`config.mk`:
```
export PLATFORM = sky130hd
export DESIGN_NAME = get_data_pipe
export DESIGN_NICKNAME = d
export VERILOG_FILES = /design/src/rtl/get_data_pipe.sv
export SDC_FILE = /design/constraint.sdc
export NUM_CORES = 1
export LEC_CHECK = 0
export BUFFER_PORTS_ARGS = -buffer_cell sky130_fd_sc_hd__clkbuf_2
export CAP_MARGIN = 20
export CELL_PAD_IN_SITES_DETAIL_PLACEMENT = 1
export CELL_PAD_IN_SITES_GLOBAL_PLACEMENT = 1
export CORE_ASPECT_RATIO = 1.25
export CORE_MARGIN = 4
export CORE_UTILIZATION = 30
export CTS_BUF_LIST = sky130_fd_sc_hd__clkbuf_2 sky130_fd_sc_hd__clkbuf_4 sky130_fd_sc_hd__clkbuf_8
export CTS_CLUSTER_DIAMETER = 120
export DETAILED_ROUTE_END_ITERATION = 12
export PLACE_DENSITY = 0.72
export SYNTH_ARGS = -nofsm -noshare
export SYNTH_HDL_FRONTEND = slang
export SYNTH_SLANG_ARGS = --single-unit
export TNS_END_PERCENT = 10
```
`constraint.sdc`:
```
create_clock -name clk -period 1.6 [get_ports clk]
set_clock_uncertainty 0.05 [all_clocks]
set_input_delay 0.16 -clock clk [delete_from_list [all_inputs] [get_ports clk]]
set_output_delay 0.16 -clock clk [all_outputs]
set_load 0.02 [all_outputs]
```
`src/rtl/get_data_pipe.sv`:
```
// Fetch stage that pulls C/D/read ROM data for one search tuple at a time.
// Define GET_DATA_C_CACHE_EN to add a 4-entry per-base C cache.
module get_data_pipe #(
    parameter int IDX_W   = 8,
    parameter int ADDR_W  = 12,
    parameter int POS_W   = 5,
    parameter int DAT_W   = 8,
    parameter int RD_W    = 2,
    parameter int ROM_LAT = 1
) (
    input  logic              clk,
    input  logic              rst,
    input  logic              in_valid,
    output logic              in_ready,
    input  logic [IDX_W-1:0]  i_in,
    input  logic [IDX_W-1:0]  z_in,
    input  logic [IDX_W-1:0]  k_in,
    input  logic [IDX_W-1:0]  l_in,
    input  logic [ADDR_W-1:0] addr_in,
    input  logic [POS_W-1:0]  pos_in,
    output logic              ce_rom_C,
    output logic [1:0]        addr_rom_C,
    output logic              ce_rom_RD,
    output logic [IDX_W-1:0]  addr_rom_RD,
    input  logic [DAT_W-1:0]  data_C,
    input  logic [DAT_W-1:0]  d_i,
    input  logic [RD_W-1:0]   read_i,
    output logic              out_valid,
    input  logic              out_ready,
    output logic [IDX_W-1:0]  i_out,
    output logic [IDX_W-1:0]  z_out,
    output logic [IDX_W-1:0]  k_out,
    output logic [IDX_W-1:0]  l_out,
    output logic [ADDR_W-1:0] addr_out,
    output logic [POS_W-1:0]  pos_out,
    output logic [DAT_W-1:0]  d_i_out,
    output logic [RD_W-1:0]   read_i_out,
    output logic [DAT_W-1:0]  C_out,
    output logic              need_occ,
    output logic              pos_err
);

    localparam logic [POS_W-1:0] P_NONE  = POS_W'(0);
    localparam logic [POS_W-1:0] P_A_INS = POS_W'(1);
    localparam logic [POS_W-1:0] P_T_INS = POS_W'(4);
    localparam logic [POS_W-1:0] P_A_DEL = POS_W'(5);
    localparam logic [POS_W-1:0] P_T_DEL = POS_W'(8);
    localparam logic [POS_W-1:0] P_STOP1 = POS_W'(9);
    localparam logic [POS_W-1:0] P_T_SNP = POS_W'(18);

    typedef enum logic [1:0] {IDLE, FETCH, HOLD} state_t;
    typedef enum logic [1:0] {CL_NONE, CL_INS, CL_DEL, CL_NOROM} cls_t;

    state_t state, state_nxt;
    cls_t   in_cls, cls_q;
    logic   in_undef;
    logic [POS_W-1:0] pos_m1;
    logic [1:0] in_base, base_q;
    logic   accept, skip, done;
    logic   in_hit, hit_q;
    logic [DAT_W-1:0] hit_c_in, hit_c_q;
    logic [2:0] cnt;

    logic [IDX_W-1:0]  i_q, z_q, k_q, l_q;
    logic [ADDR_W-1:0] addr_q;
    logic [POS_W-1:0]  pos_q;

    // INS and DEL codes both map their base onto (pos-1) mod 4
    assign pos_m1  = pos_in - POS_W'(1);
    assign in_base = pos_m1[1:0];

    always_comb begin
        in_cls   = CL_NOROM;
        in_undef = 1'b0;
        unique case (1'b1)
            (pos_in == P_NONE):
                in_cls = CL_NONE;
            (pos_in >= P_A_INS && pos_in <= P_T_INS):
                in_cls = CL_INS;
            (pos_in >= P_A_DEL && pos_in <= P_T_DEL):
                in_cls = CL_DEL;
            (pos_in >= P_STOP1 && pos_in <= P_T_SNP):
                in_cls = CL_NOROM;
            default:
                in_undef = 1'b1;
        endcase
    end

`ifdef GET_DATA_C_CACHE_EN
    logic [3:0]       cache_v;
    logic [DAT_W-1:0] cache_d [4];

    assign in_hit   = (in_cls == CL_INS || in_cls == CL_DEL)
                      && cache_v[in_base];
    assign hit_c_in = cache_d[in_base];
    assign hit_c_q  = cache_d[base_q];

    always_ff @(posedge clk) begin
        if (rst) begin
            cache_v <= '0;
            cache_d <= '{default: '0};
        end else if (done && !hit_q
                     && (cls_q == CL_INS || cls_q == CL_DEL)) begin
            cache_v[base_q] <= 1'b1;
            cache_d[base_q] <= data_C;
        end
    end
`else
    assign in_hit   = 1'b0;
    assign hit_c_in = '0;
    assign hit_c_q  = '0;
`endif

    assign in_ready  = (state == IDLE);
    assign out_valid = (state == HOLD);
    assign accept    = in_valid && in_ready;
    assign skip      = (in_cls == CL_NOROM)
                       || (in_cls == CL_INS && in_hit);
    assign done      = (state == FETCH) && (cnt == 3'd1);

    always_ff @(posedge clk) begin
        if (rst) state <= IDLE;
        else     state <= state_nxt;
    end

    always_comb begin
        state_nxt = state;
        unique case (state)
            IDLE:  if (accept) state_nxt = skip ? HOLD : FETCH;
            FETCH: if (done) state_nxt = HOLD;
            HOLD:  if (out_ready) state_nxt = IDLE;
            default: state_nxt = IDLE;
        endcase
    end

    always_comb begin
        ce_rom_C    = 1'b0;
        addr_rom_C  = '0;
        ce_rom_RD   = 1'b0;
        addr_rom_RD = '0;
        if (state == FETCH) begin
            if ((cls_q == CL_INS || cls_q == CL_DEL) && !hit_q) begin
                ce_rom_C   = 1'b1;
                addr_rom_C = base_q;
            end
            if (cls_q == CL_NONE || cls_q == CL_DEL) begin
                ce_rom_RD   = 1'b1;
                addr_rom_RD = i_q;
            end
        end
    end

    always_ff @(posedge clk) begin
        if (rst) begin
            i_q <= '0; z_q <= '0; k_q <= '0; l_q <= '0;
            addr_q <= '0; pos_q <= '0;
            cls_q <= CL_NONE; base_q <= '0; hit_q <= 1'b0;
            cnt <= '0;
            i_out <= '0; z_out <= '0; k_out <= '0; l_out <= '0;
            addr_out <= '0; pos_out <= '0;
            d_i_out <= '0; read_i_out <= '0; C_out <= '0;
            need_occ <= 1'b0; pos_err <= 1'b0;
        end else begin
            pos_err <= 1'b0;
            if (accept) begin
                i_q <= i_in; z_q <= z_in; k_q <= k_in; l_q <= l_in;
                addr_q <= addr_in; pos_q <= pos_in;
                cls_q  <= in_cls;
                base_q <= in_base;
                hit_q  <= in_hit;
                cnt    <= 3'(ROM_LAT);
                pos_err <= in_undef;
                if (skip) begin
                    i_out <= i_in; z_out <= z_in;
                    k_out <= k_in; l_out <= l_in;
                    addr_out <= addr_in; pos_out <= pos_in;
                    d_i_out    <= '0;
                    read_i_out <= '0;
                    C_out      <= in_hit ? hit_c_in : '0;
                    need_occ   <= in_hit;
                end
            end else if (state == FETCH) begin
                cnt <= cnt - 3'd1;
                if (done) begin
                    i_out <= i_q; z_out <= z_q;
                    k_out <= k_q; l_out <= l_q;
                    addr_out <= addr_q; pos_out <= pos_q;
                    d_i_out    <= (cls_q == CL_NONE) ? d_i : '0;
                    read_i_out <= (cls_q == CL_DEL) ? read_i : '0;
                    if (cls_q == CL_INS || cls_q == CL_DEL) begin
                        C_out    <= hit_q ? hit_c_q : data_C;
                        need_occ <= 1'b1;
                    end else begin
                        C_out    <= '0;
                        need_occ <= 1'b0;
                    end
                end
            end
        end
    end

endmodule

```
==> results.yml <==
run_status:
  status: "complete, but fails checks"
  violations: "negative setup slack"
logic_synthesis:
  synth_compound_area_share_pct: 29.5
  ys_async_sr_fraction_pct: 0
  netlist_area_sq_mm: 0.00597
  synth_top_area_cell: "dfxtp_1"
  synthMuxAreaShare_pct: 8.28
  synth_fa_ha_area_share_pct: 1.26
  ys_seq_elements: 127
  yosysTopAreaCellShare_pct: 42.6
  synth_top_family_by_area: "compound AO/OA/AOI/OAI gates"
  synthFlopType: "dfxtp_1"
  synth_edf_count: 0
  synth.avg_cell_area_sq_um: 9.08
  synth_cell_types: 49
  ys_warn_count: 0
  synth_area_leaders: "dfxtp_1 (43%), mux2i_1 (7.7%), a41oi_1 (6.8%)"
  synth_xor_area_share_pct: 0
  seq_area_frac_synth_pct: 42.6
  synthSimpleGateAreaFrac_pct: 10.9
  synth.net_count: 734
  synth_cells: 657
floorplanning:
  row_count: 57
  initial_utilization_pct: 30.6
  fp.dieH_um: 166
  core_sq_mm: 0.0195
  die_w_um: 134
  ios: 154
  die-area_sq_mm: 0.0222
min_path:
  min_path_cells: 2
  hp-class: "in -> reg"
  hold_end: "pos_err$_SDFF_PP0_"
  hold_path_startpoint: "pos_in[4]"
placed_design:
  place.gp.congestion: 0.755
  dp_hpwl_um: 13000
  portBuffers: 153
  place_ws_ps: -177
  placed_area_sq_mm: 0.00734
  place_inst: 1048
grt:
  antenna_found_initial: 0
  grt_pass1_wl_um: 33600
  grt_max_degree: 59
  grt_util_all_layers_pct: 18.4
  overflow: 0
  grt_pass1_vias: 6351
power_and_ir_drop:
  p_int_mw: 6.18
  netSwitchingPower_mw: 2.69
  power.density_mw_per_mm2: 956
  clkPwrFrac_pct: 35.8
  pwr-share-seq_pct: 40.5
  power_frac_comb_pct: 23.7
  p_leak_nw: 3.66
  swShare_pct: 30.3
  vdd_ir_drop_max_mv: 0.496
worst_setup_path:
  reg2reg_depth: 5
  reg2reg_to: "cls_q[0]$_SDFFE_PP0P_"
  worst-path-max-fanout: 4
  reg2reg_setup_slack_ps: -210
  worstPathRequired_ps: 1390
  cp_data_arrival_time_ps: 1690
  crit_path_end_kind: "primary output"
  path_class: "reg -> out"
  r2r-start: "state[0]$_SDFFE_PP0P_"
  setup.worst_path.start_class: "register"
layout:
  mostFrequentLayoutCells: "clkbuf_2 (138), dfxtp_1 (121), nand2_1 (102), dlygate4sd3_1 (64), a21oi_1 (51)"
  drive_gt1_share_pct: 39.9
  final_cells: 1155
  antenna_cells: 0
  final_common_cell: "clkbuf_2"
  fin_area_sq_mm: 0.00928
  area_growth_pct: 55.5
  layout.nets: 954
  fillers: 2192
clocking:
  clk_latency_ps: 450
  ctsHtreeMaxLevel: 4
  cts_tree: "done"
  cts-root-buf: "clkbuf_8"
  clock_path_buffers: 2
  numCtsBuffers: 17
  cts.sinks: 127
  path_clk_slew_ps: 70
routing:
  wl_per_cell_um: 19.0
  wl_um: 21900
  drc: 0
  avgViaCountPerCell: 5.31
  drt-initial-drc-count: 296
  antenna_left: 0
  num_vias: 6134
  drt-pass1-iter-count: 4
sta:
  finalMaxSlewViolations: 0
  min_period_over_period_pct: 119
  grt_setup_unrepaired: "yes"
  max_freq_mhz: 526
  setup_viol_count_final: 104
  fin_crit_ps: 1900
  finalHoldViolCount: 0
  tightest_slew_ps: 449
  worst_hold_slack_ps: 68.0
  max-slew-margin-rel_pct: 69.3
  setup_ws_ps: -300
  fin_tns_setup_ps: -9120
run:
  maxCapViolations: 0
-- layer usage --
layer  part of all wire [%]  global-route usage [%]  vias up  wire length, um
met4                    1.6                    6.11        0              343
met1                     42                    22.5     3034             9220
met5                      0                       0        -                0
met2                     52                    32.5      166            11500
met3                    4.0                    3.55       23              865
li1                       -                       -     2911                -
-- cells by family (layout without fill, tap and decap cells) --
group | Yosys count | count (layout)
fa+ha+maj | 6 | 6
simple gates | 145 | 145
flops | 127 | 127
compound gates | 243 | 243
mux | 49 | 49
buf+inv | 87 | 320
-- worst max-delay path, cell delays in order (launching register included) --
cell and delay [ps]:
dfxtp_4 380, inv_4 40, ha_4 150, o21a_4 230
clkbuf_16 150, and2_4 150, buf_8 120
-- area by class of cell --
type,count,area [sq um],share of cell area (%)
multi-input cells,443,3560,38.4
repair buffers,279,2340,25.3
clock buffers,23,292,3.14
flip-flops and latches,127,2550,27.5
inverters,9,36.3,0.391
well taps,265,332,3.57
clock inverters,9,158,1.70
-- through the flow --
step	util, %	total power, mW
after floorplan	-	4.65
after global placement	37.7	5.28
after detailed placement	37.7	5.31
after CTS	45.3	8.73
after global routing	47.7	9.29
final	47.7	8.87
-- power groups by stage --
stage	combinational, mW	sequential (mW)	clock (mW)
2_1_floorplan	0.892	3.76	0
3_5_place_dp	1.67	3.64	0
4_1_cts	1.90	3.59	3.25
3_3_place_gp	1.64	3.64	0
5_1_grt	2.26	3.63	3.40
6_report	2.10	3.60	3.17
-- registers in the layout (all words and copies together) (netlist names) --
| register | count |
|---|---|
| d_i_out | 8 |
| k_out | 8 |
| pos_out | 5 |
| l_out | 8 |
| pos_q | 5 |
| k_q | 8 |
| i_q | 8 |
| cls_q | 2 |
| state | 2 |
| addr_out | 12 |
| addr_q | 12 |
| l_q | 8 |
| pos_err | 1 |
| read_i_out | 2 |
| z_q | 8 |
| base_q | 2 |
| z_out | 8 |
| i_out | 8 |
| cnt | 3 |
| need_occ | 1 |
| C_out | 8 |
-- repair_timing --
action,4_1_cts,5_1_grt
setup endpoints to repair,113,123
cloned,0,4
setup buffers,2,5
hold buffers,64,0
pin swaps,17,24
resized for setup,72,77
hold endpoints to repair,108,0
-- synth_stat cells, types with 11 or more instances --
cell and count:
a21oi_1 53, a221oi_1 43, mux2i_1 46, o21ai_1 23
nor2_1 11, and2_1 12, clkbuf_1 34, a41oi_1 46
o21ai_0 29, nand2_1 102, buf_2 26, a32o_1 16
dfxtp_1 127
-- worst max-delay path by stage --
stage | start | end | cells after the start
global route | cls_q[1]$_SDFFE_PP0P_ | addr_rom_RD[5] | 6
floorplan | cnt[1]$_SDFFE_PP0P_ | addr_out[10]$_SDFFE_PP0P_ | 7
global placement | pos_in[0] | cls_q[1]$_SDFFE_PP0P_ | 6
detailed placement | pos_in[0] | k_out[3]$_SDFFE_PP0P_ | 8
CTS | cls_q[1]$_SDFFE_PP0P_ | addr_rom_RD[6] | 6
finish | cls_q[1]$_SDFFE_PP0P_ | addr_rom_RD[5] | 6
No activity file was read; power rests on OpenSTA's default activity.
